`config.mk`:
```
export PLATFORM = sky130hd
export DESIGN_NAME = uart_top_8n1
export DESIGN_NICKNAME = d
export VERILOG_FILES = /design/src/rtl/uart_top_8n1.sv
export SDC_FILE = /design/constraint.sdc
export NUM_CORES = 1
export LEC_CHECK = 0
export CORE_ASPECT_RATIO = 1.5
export CORE_MARGIN = 5
export CORE_UTILIZATION = 57
export DETAILED_ROUTE_END_ITERATION = 12
export MAX_ROUTING_LAYER = met4
export PLACE_DENSITY = 0.79
export RECOVER_POWER = 100
export SYNTH_ARGS = -nofsm -noshare
export SYNTH_HDL_FRONTEND = slang
export SYNTH_SLANG_ARGS = --single-unit
```
`constraint.sdc`:
```
create_clock -name clk -period 2.6 [get_ports clk]
set_input_delay 0.78 -clock clk [delete_from_list [all_inputs] [get_ports clk]]
set_output_delay 0.78 -clock clk [all_outputs]
set_load 0.05 [all_outputs]
```
`src/rtl/uart_top_8n1.sv`:
```
// Full-duplex 8N1 UART: independent transmitter and receiver sharing one
// clock and one bit-period counter limit. The TX and RX state machines each
// run as a two-process FSM.
module uart_top_8n1 #(
    parameter int CLK_FREQ     = 100_000_000,
    parameter int BAUD_RATE    = 115_200,
    parameter int CLKS_PER_BIT = CLK_FREQ / BAUD_RATE
) (
    input  logic       clk,
    input  logic       rst,
    input  logic       rx_din,
    input  logic [7:0] tx_data,
    input  logic       tx_send,
    output logic       tx_dout,
    output logic       tx_active,
    output logic [7:0] rx_data,
    output logic       rx_data_ready
);

    localparam int CNT_W = (CLKS_PER_BIT > 2) ? $clog2(CLKS_PER_BIT) : 1;
    localparam logic [CNT_W-1:0] CNT_LAST  = CNT_W'(CLKS_PER_BIT - 1);
    localparam logic [CNT_W-1:0] HALF_LAST = CNT_W'(CLKS_PER_BIT / 2 - 1);

    typedef enum logic [1:0] {
        TX_IDLE  = 2'd0,
        TX_START = 2'd1,
        TX_DATA  = 2'd2,
        TX_STOP  = 2'd3
    } tx_state_e;

    typedef enum logic [1:0] {
        RX_IDLE  = 2'd0,
        RX_START = 2'd1,
        RX_DATA  = 2'd2,
        RX_STOP  = 2'd3
    } rx_state_e;

    // ------------------------------------------------------------------
    // Transmitter
    // ------------------------------------------------------------------
    tx_state_e        tx_state_q, tx_state_d;
    logic [CNT_W-1:0] tx_cnt_q, tx_cnt_d;
    logic [2:0]       tx_bit_q, tx_bit_d;
    logic [7:0]       tx_shift_q, tx_shift_d;

    // TX state register; reset drops any frame in flight and idles the line.
    always_ff @(posedge clk or posedge rst) begin
        if (rst) begin
            tx_state_q <= TX_IDLE;
            tx_cnt_q   <= '0;
            tx_bit_q   <= '0;
            tx_shift_q <= '0;
        end else begin
            tx_state_q <= tx_state_d;
            tx_cnt_q   <= tx_cnt_d;
            tx_bit_q   <= tx_bit_d;
            tx_shift_q <= tx_shift_d;
        end
    end

    // TX next state: each of start, 8 data and stop bits lasts CLKS_PER_BIT clocks.
    always_comb begin
        tx_state_d = tx_state_q;
        tx_cnt_d   = tx_cnt_q;
        tx_bit_d   = tx_bit_q;
        tx_shift_d = tx_shift_q;
        tx_dout    = 1'b1;
        tx_active  = 1'b0;
        case (tx_state_q)
            TX_IDLE: begin
                tx_cnt_d = '0;
                // Requests are only honoured here, so a send while busy is dropped.
                if (tx_send) begin
                    tx_shift_d = tx_data;
                    tx_bit_d   = 3'd0;
                    tx_state_d = TX_START;
                end
            end
            TX_START: begin
                tx_dout   = 1'b0;
                tx_active = 1'b1;
                if (tx_cnt_q == CNT_LAST) begin
                    tx_cnt_d   = '0;
                    tx_state_d = TX_DATA;
                end else begin
                    tx_cnt_d = tx_cnt_q + CNT_W'(1);
                end
            end
            TX_DATA: begin
                tx_dout   = tx_shift_q[0];
                tx_active = 1'b1;
                if (tx_cnt_q == CNT_LAST) begin
                    tx_cnt_d   = '0;
                    tx_shift_d = {1'b0, tx_shift_q[7:1]};
                    tx_bit_d   = tx_bit_q + 3'd1;
                    if (tx_bit_q == 3'd7) begin
                        tx_state_d = TX_STOP;
                    end
                end else begin
                    tx_cnt_d = tx_cnt_q + CNT_W'(1);
                end
            end
            TX_STOP: begin
                tx_active = 1'b1;
                if (tx_cnt_q == CNT_LAST) begin
                    tx_cnt_d   = '0;
                    tx_state_d = TX_IDLE;
                end else begin
                    tx_cnt_d = tx_cnt_q + CNT_W'(1);
                end
            end
            default: begin
                tx_state_d = TX_IDLE;
            end
        endcase
    end

    // ------------------------------------------------------------------
    // Receiver
    // ------------------------------------------------------------------
    logic             rx_meta_q, rx_meta_d;
    logic             rx_sync_q, rx_sync_d;
    logic             rx_prev_q, rx_prev_d;
    rx_state_e        rx_state_q, rx_state_d;
    logic [CNT_W-1:0] rx_cnt_q, rx_cnt_d;
    logic [2:0]       rx_bit_q, rx_bit_d;
    logic [7:0]       rx_shift_q, rx_shift_d;
    logic [7:0]       rx_data_q, rx_data_d;
    logic             rx_ready_q, rx_ready_d;

    // RX registers; synchronizer and edge-detect flops reset to the idle-high level.
    always_ff @(posedge clk or posedge rst) begin
        if (rst) begin
            rx_meta_q  <= 1'b1;
            rx_sync_q  <= 1'b1;
            rx_prev_q  <= 1'b1;
            rx_state_q <= RX_IDLE;
            rx_cnt_q   <= '0;
            rx_bit_q   <= '0;
            rx_shift_q <= '0;
            rx_data_q  <= 8'h00;
            rx_ready_q <= 1'b0;
        end else begin
            rx_meta_q  <= rx_meta_d;
            rx_sync_q  <= rx_sync_d;
            rx_prev_q  <= rx_prev_d;
            rx_state_q <= rx_state_d;
            rx_cnt_q   <= rx_cnt_d;
            rx_bit_q   <= rx_bit_d;
            rx_shift_q <= rx_shift_d;
            rx_data_q  <= rx_data_d;
            rx_ready_q <= rx_ready_d;
        end
    end

    // RX next state: qualify the start bit at half a bit, then sample mid-bit.
    always_comb begin
        rx_meta_d  = rx_din;
        rx_sync_d  = rx_meta_q;
        rx_prev_d  = rx_sync_q;
        rx_state_d = rx_state_q;
        rx_cnt_d   = rx_cnt_q;
        rx_bit_d   = rx_bit_q;
        rx_shift_d = rx_shift_q;
        rx_data_d  = rx_data_q;
        rx_ready_d = 1'b0;
        case (rx_state_q)
            RX_IDLE: begin
                rx_cnt_d = '0;
                // Only a real 1->0 transition starts a frame. After a framing
                // error the line may still be low; no edge is seen until it
                // has returned high, which gives the wait-for-idle behaviour.
                if (rx_prev_q && !rx_sync_q) begin
                    rx_state_d = RX_START;
                end
            end
            RX_START: begin
                if (rx_cnt_q == HALF_LAST) begin
                    rx_cnt_d = '0;
                    rx_bit_d = 3'd0;
                    // A line already back high here was a glitch.
                    rx_state_d = rx_sync_q ? RX_IDLE : RX_DATA;
                end else begin
                    rx_cnt_d = rx_cnt_q + CNT_W'(1);
                end
            end
            RX_DATA: begin
                if (rx_cnt_q == CNT_LAST) begin
                    rx_cnt_d   = '0;
                    rx_shift_d = {rx_sync_q, rx_shift_q[7:1]};
                    rx_bit_d   = rx_bit_q + 3'd1;
                    if (rx_bit_q == 3'd7) begin
                        rx_state_d = RX_STOP;
                    end
                end else begin
                    rx_cnt_d = rx_cnt_q + CNT_W'(1);
                end
            end
            RX_STOP: begin
                if (rx_cnt_q == CNT_LAST) begin
                    rx_cnt_d   = '0;
                    rx_state_d = RX_IDLE;
                    // A low stop bit discards the byte and leaves rx_data alone.
                    if (rx_sync_q) begin
                        rx_data_d  = rx_shift_q;
                        rx_ready_d = 1'b1;
                    end
                end else begin
                    rx_cnt_d = rx_cnt_q + CNT_W'(1);
                end
            end
            default: begin
                rx_state_d = RX_IDLE;
            end
        endcase
    end

    assign rx_data       = rx_data_q;
    assign rx_data_ready = rx_ready_q;

endmodule

```
Word level (Yosys, flattened, before mapping)
Cells that the tools add are included.
{"block": "totals", "regBits": 58, "inputBits": 12, "output_inout_bits": 11, "wordCells": 84}
{"block": "classes", "n_addsub": 4, "n_eq_ne": 21, "muxes": 32, "n_reduce_logical": 14}
{"operator": "10-bit two-way mux", "n": 3}
{"operator": "10-bit case mux with 3 select lines", "n": 1}
{"operator": "2-bit two-way mux", "n": 11}
{"operator": "10-bit by 1-bit adder with 10-bit output (second input constant)", "n": 2}
{"operator": "10-bit equality test (second input constant)", "n": 2}
{"operator": "2-bit inequality test (second input constant)", "n": 10}
{"operator": "10-bit case mux with 2 select lines", "n": 1}
{"operator": "8-bit two-way mux", "n": 2}
{"operator": "2-bit case mux with 4 select lines", "n": 2}
{"operator": "8-bit case mux with 2 select lines", "n": 1}
{"operator": "3-bit two-way mux", "n": 4}
{"operator": "3-bit case mux with 2 select lines", "n": 2}
{"operator": "10-bit by 9-bit equality test with 1-bit output (second input constant)", "n": 1}
{"operator": "5-bit AND reduction", "n": 2}
{"operator": "3-bit AND reduction", "n": 3}
{"operator": "2-bit equality test (second input constant)", "n": 4}
{"operator": "3-bit by 1-bit adder with 3-bit output (second input constant)", "n": 2}
{"operator": "3-bit equality test (second input constant)", "n": 2}
{"operator": "2-bit by 1-bit equality test with 1-bit output (second input constant)", "n": 2}
{"operator": "2-bit zero test", "n": 2}
{"operator": "1-bit two-way mux", "n": 4}
{"operator": "2-bit nonzero test", "n": 2}
{"operator": "3-bit OR reduction", "n": 1}
{"operator": "1-bit case mux with 2 select lines", "n": 1}
{"operator": "other kinds (4)", "n": 4}

Longest topological paths before layout
{"block": "logic_depth", "word_depth": 4, "mapped_depth": 8, "depth_no_buf": 7}

Worst setup path after synthesis
OpenSTA, ideal clock, no wires.
{"block": "synth_path", "path_type": "flip-flop to output port", "from": "reg tx_state_q[0]", "to": "out tx_dout", "arrival_time_ps": 2175, "required_ps": 1820, "slack_ps": -355, "stages_incl_launch_ff": 6, "path_cell_list": "dfrtp_1 -> inv_1 -> ha_1 -> clkbuf_1 -> clkbuf_1 -> o21ai_0"}
{"block": "synth_between", "elab_chain_len": 2, "elab_cells_between_ends": 3, "classes_between": "eq/ne: 2; mux: 1"}
{"item": "start: declaration", "line": "41", "rtl": "tx_state_e tx_state_q, tx_state_d;"}
{"item": "start signal: assignment", "line": "54", "rtl": "tx_state_q <= tx_state_d;"}
{"item": "2-bit equality test or 2-bit by 1-bit equality test with 1-bit output (tied branches)", "line": "69", "rtl": "case (tx_state_q)"}
{"item": "1-bit case mux with 2 select lines *", "line": "69"}
{"item": "end: declaration", "line": "14", "rtl": "output logic tx_dout,"}
Every way passes the cells marked *; elsewhere a longest branch is shown, timed or not.

Worst setup path in the final report
Ends and elaborated chain as after synthesis.

==> out/qor.txt <==
run status -> finished, final reports clean
CTS root buffer -> clkbuf_8
dominant cells by area after synthesis -> dfrtp_1 51%, nand2_1 5.8%, ha_1 5.1%
Synth warnings -> 0
Die H -> 94.5 microns
die area -> 6270 sq um
Port Buffers -> 22
Slew HR -> 8.72%
Finished Cell Area -> 3140 sq um
pwr/cell area -> 851 nW/um^2
drt drc -> 0
register area share after synthesis -> 53.6%
maxcap violations -> 0
Syn Std Cell Area -> 2710 sq um
DR vias/cell -> 5.34
setup TNS -> 0 ns
Clock Skew -> 0.00662 ns
Syn Nets -> 279
RSZ-0062 raised after global routing -> false
post-layout minimum cycle time -> 2.38 ns
Post-Route WL -> 4530 microns
grt ovf -> 0
WP data required -> 1.82 ns
most numerous cell in the Yosys netlist -> dfrtp_1
Post-DP Area -> 3020 sq um
Worst path max stage delay -> 0.41 ns
Core Region -> 4580 sq um
Skew-Pair Late Insertion Delay -> 0.33 ns
largest net degree at the start of global routing -> 59
Synth Area per Inst -> 10.6 sq um
Initial Util -> 59.2%
WP data arrival -> 1.60 ns
fmax -> 421 MHz
Hold Crit Class -> reg2reg
vias in the first global route -> 1,813
fin nets -> 308
DRT Pass-1 Iters -> 4
Final Hold Vio Count -> 0
# diodes -> 0
CTS tree -> done
Wirelength per Cell -> 12.8 microns
most instantiated cells after synthesis -> 55 x dfrtp_1, 42 x nand2_1, 26 x nor2_1, 15 x o21ai_0, 13 x nand3_1
buffer depth of the longest clock path -> 2
Detail Route Antenna Nets -> 0
slew of the pin with the lowest slew margin -> 1.37 ns
max-slew violations -> 0
top_reg_cell synth -> dfrtp_1
final period utilization -> 91.4%
layout cells sized above 1 -> 10.0%
antenna violations before repair -> 0
CP endpoint kind -> primary output
drt initial violations -> 76
H-tree depth -> 3
Synth top area share -> 50.7%
postcts setup bufs -> 0
Via Count -> 1,889
total CTS buffers -> 9
startpoint types -> flip-flop
register bit count reported by yosys -> 58
hold buffer count at CTS -> 0
Final Wtd Congestion -> 0.741
async set or reset register ratio after synthesis -> 100%
slowest cell on the critical path -> dfrtp_1
crit-path max FO -> 7
clock-pin transition on the worst setup and hold timing paths -> 0.06 ns
# IOs -> 23
cell count after synthesis -> 256
Top Family by Delay on Critical Path -> flip-flops
clock sink count -> 58
Die W -> 66.3 microns
Setup-failing EPs final -> 0
CTS resizes -> 0
number of synthesized flops with an enable pin -> 0
Buffers & Inverters on Critical Path -> 2
DP HPWL -> 3180 microns
post-synth top area cell -> dfrtp_1
Netlist cell types -> 41
WS Path Type -> reg2out
Static Leakage -> 1.52 nW
Syn-to-layout area delta -> 15.8%
worst path cell trace -> inv_1, ha_1, nand2_1, o21ai_1, buf_12
gr usage total -> 17.3%
# rows -> 30
Peak supply drop -> 0.831 mV
wire length of the first global-routing pass -> 7900 microns
==> metrics by stage <==
stage	power (mW)	setup slack [ns]	hold WS (ns)	std cells	util [%]
2_1_floorplan	1.80	0.0183	0.345	256	-
3_3_place_gp	2.00	0.397	0.346	338	65.9
3_5_place_dp	2.03	0.334	0.347	338	65.9
4_1_cts	2.73	0.194	0.355	354	69.4
5_1_grt	2.86	0.122	0.364	354	68.6
6_report	2.68	0.224	0.359	354	68.6
==> registers in the layout (all words and copies together) (netlist names), named ones only <==
| signal | count |
|---|---|
| rx_prev_d | 1 |
| rx_meta_q | 1 |
| tx_shift_q | 8 |
| tx_bit_q | 3 |
| rx_data | 8 |
| tx_state_q | 2 |
| rx_prev_q | 1 |
| rx_bit_q | 3 |
| rx_data_ready | 1 |
| tx_cnt_q | 10 |
| rx_cnt_q | 10 |
| rx_state_q | 1 |
| rx_shift_q | 8 |
==> worst reg2reg max path, delay by kind of cell (launching register included) <==
family          cells  cell delay (ns)
fa+ha+maj           1             0.25
simple gates        3             0.91
flops               1             0.42
mux                 1             0.45
compound gates      1             0.20
==> metal layers <==
layer / routed length (microns) / GRT usage [%] / up-vias
met5: 0 / - / -
met4: 125 / 9.66 / 0
met3: 174 / 5.36 / 10
met2: 2320 / 27.6 / 31
met1: 1910 / 18.9 / 899
li1: - / - / 949
==> report_power, final <==
part | switching [mW] | internal [mW]
combinational | 0.465 | 0.334
clock | 0.310 | 0.374
sequential | 0.136 | 1.06
==> layout by cell type, fill, tap and decap left out, types with 10 or more instances in the layout <==
| cell type | n |
|---|---|
| clkbuf_8 | 10 |
| clkdlybuf4s50_1 | 10 |
| dfrtp_1 | 55 |
| dlygate4sd3_1 | 10 |
| ha_1 | 11 |
| mux2_2 | 11 |
| nand2_1 | 42 |
| nand3_1 | 14 |
| nor2_1 | 26 |
| o21ai_0 | 15 |
==> kinds of logic (layout without fill, tap and decap cells) <==
kind of cell,Yosys count,after routing,synth area share [%]
buf+inv,16,50,2.63
flops,58,58,53.6
fa+ha+maj,11,11,5.07
compound gates,32,32,7.24
xor+xnor,15,15,4.84
simple gates,105,105,19.0
mux,19,19,7.52
==> cell type report <==
cell class | instances | area (sq um)
flip-flops and latches | 58 | 1460
fillers | 374 | 1440
multi-input cells | 182 | 1170
repair buffers | 25 | 241
clock buffers | 16 | 160
well taps | 64 | 80.1
inverters | 9 | 33.8
==> path summary, 6_finish.rpt <==
| path | end | slack [ns] | cells past startpoint | startpoint |
|---|---|---|---|---|
| max | tx_dout | 0.22 | 5 | tx_state_q[0]$_DFFE_PP0P_ |
| min | rx_prev_d$_DFF_PP1_ | 0.36 | 0 | rx_meta_q$_DFF_PP1_ |
| max reg2reg | rx_bit_q[1]$_DFFE_PP0P_ | 0.27 | 6 | rx_cnt_q[0]$_DFF_PP0_ |
| min reg2reg | rx_prev_d$_DFF_PP1_ | 0.36 | 0 | rx_meta_q$_DFF_PP1_ |
| max in group asynchronous | tx_shift_q[2]$_DFFE_PP0P_ | 0.55 | 3 | rst |
| min in group asynchronous | tx_cnt_q[0]$_DFF_PP0_ | 1.23 | 3 | rst |
Note: power is estimated with default switching activity, not from simulation.
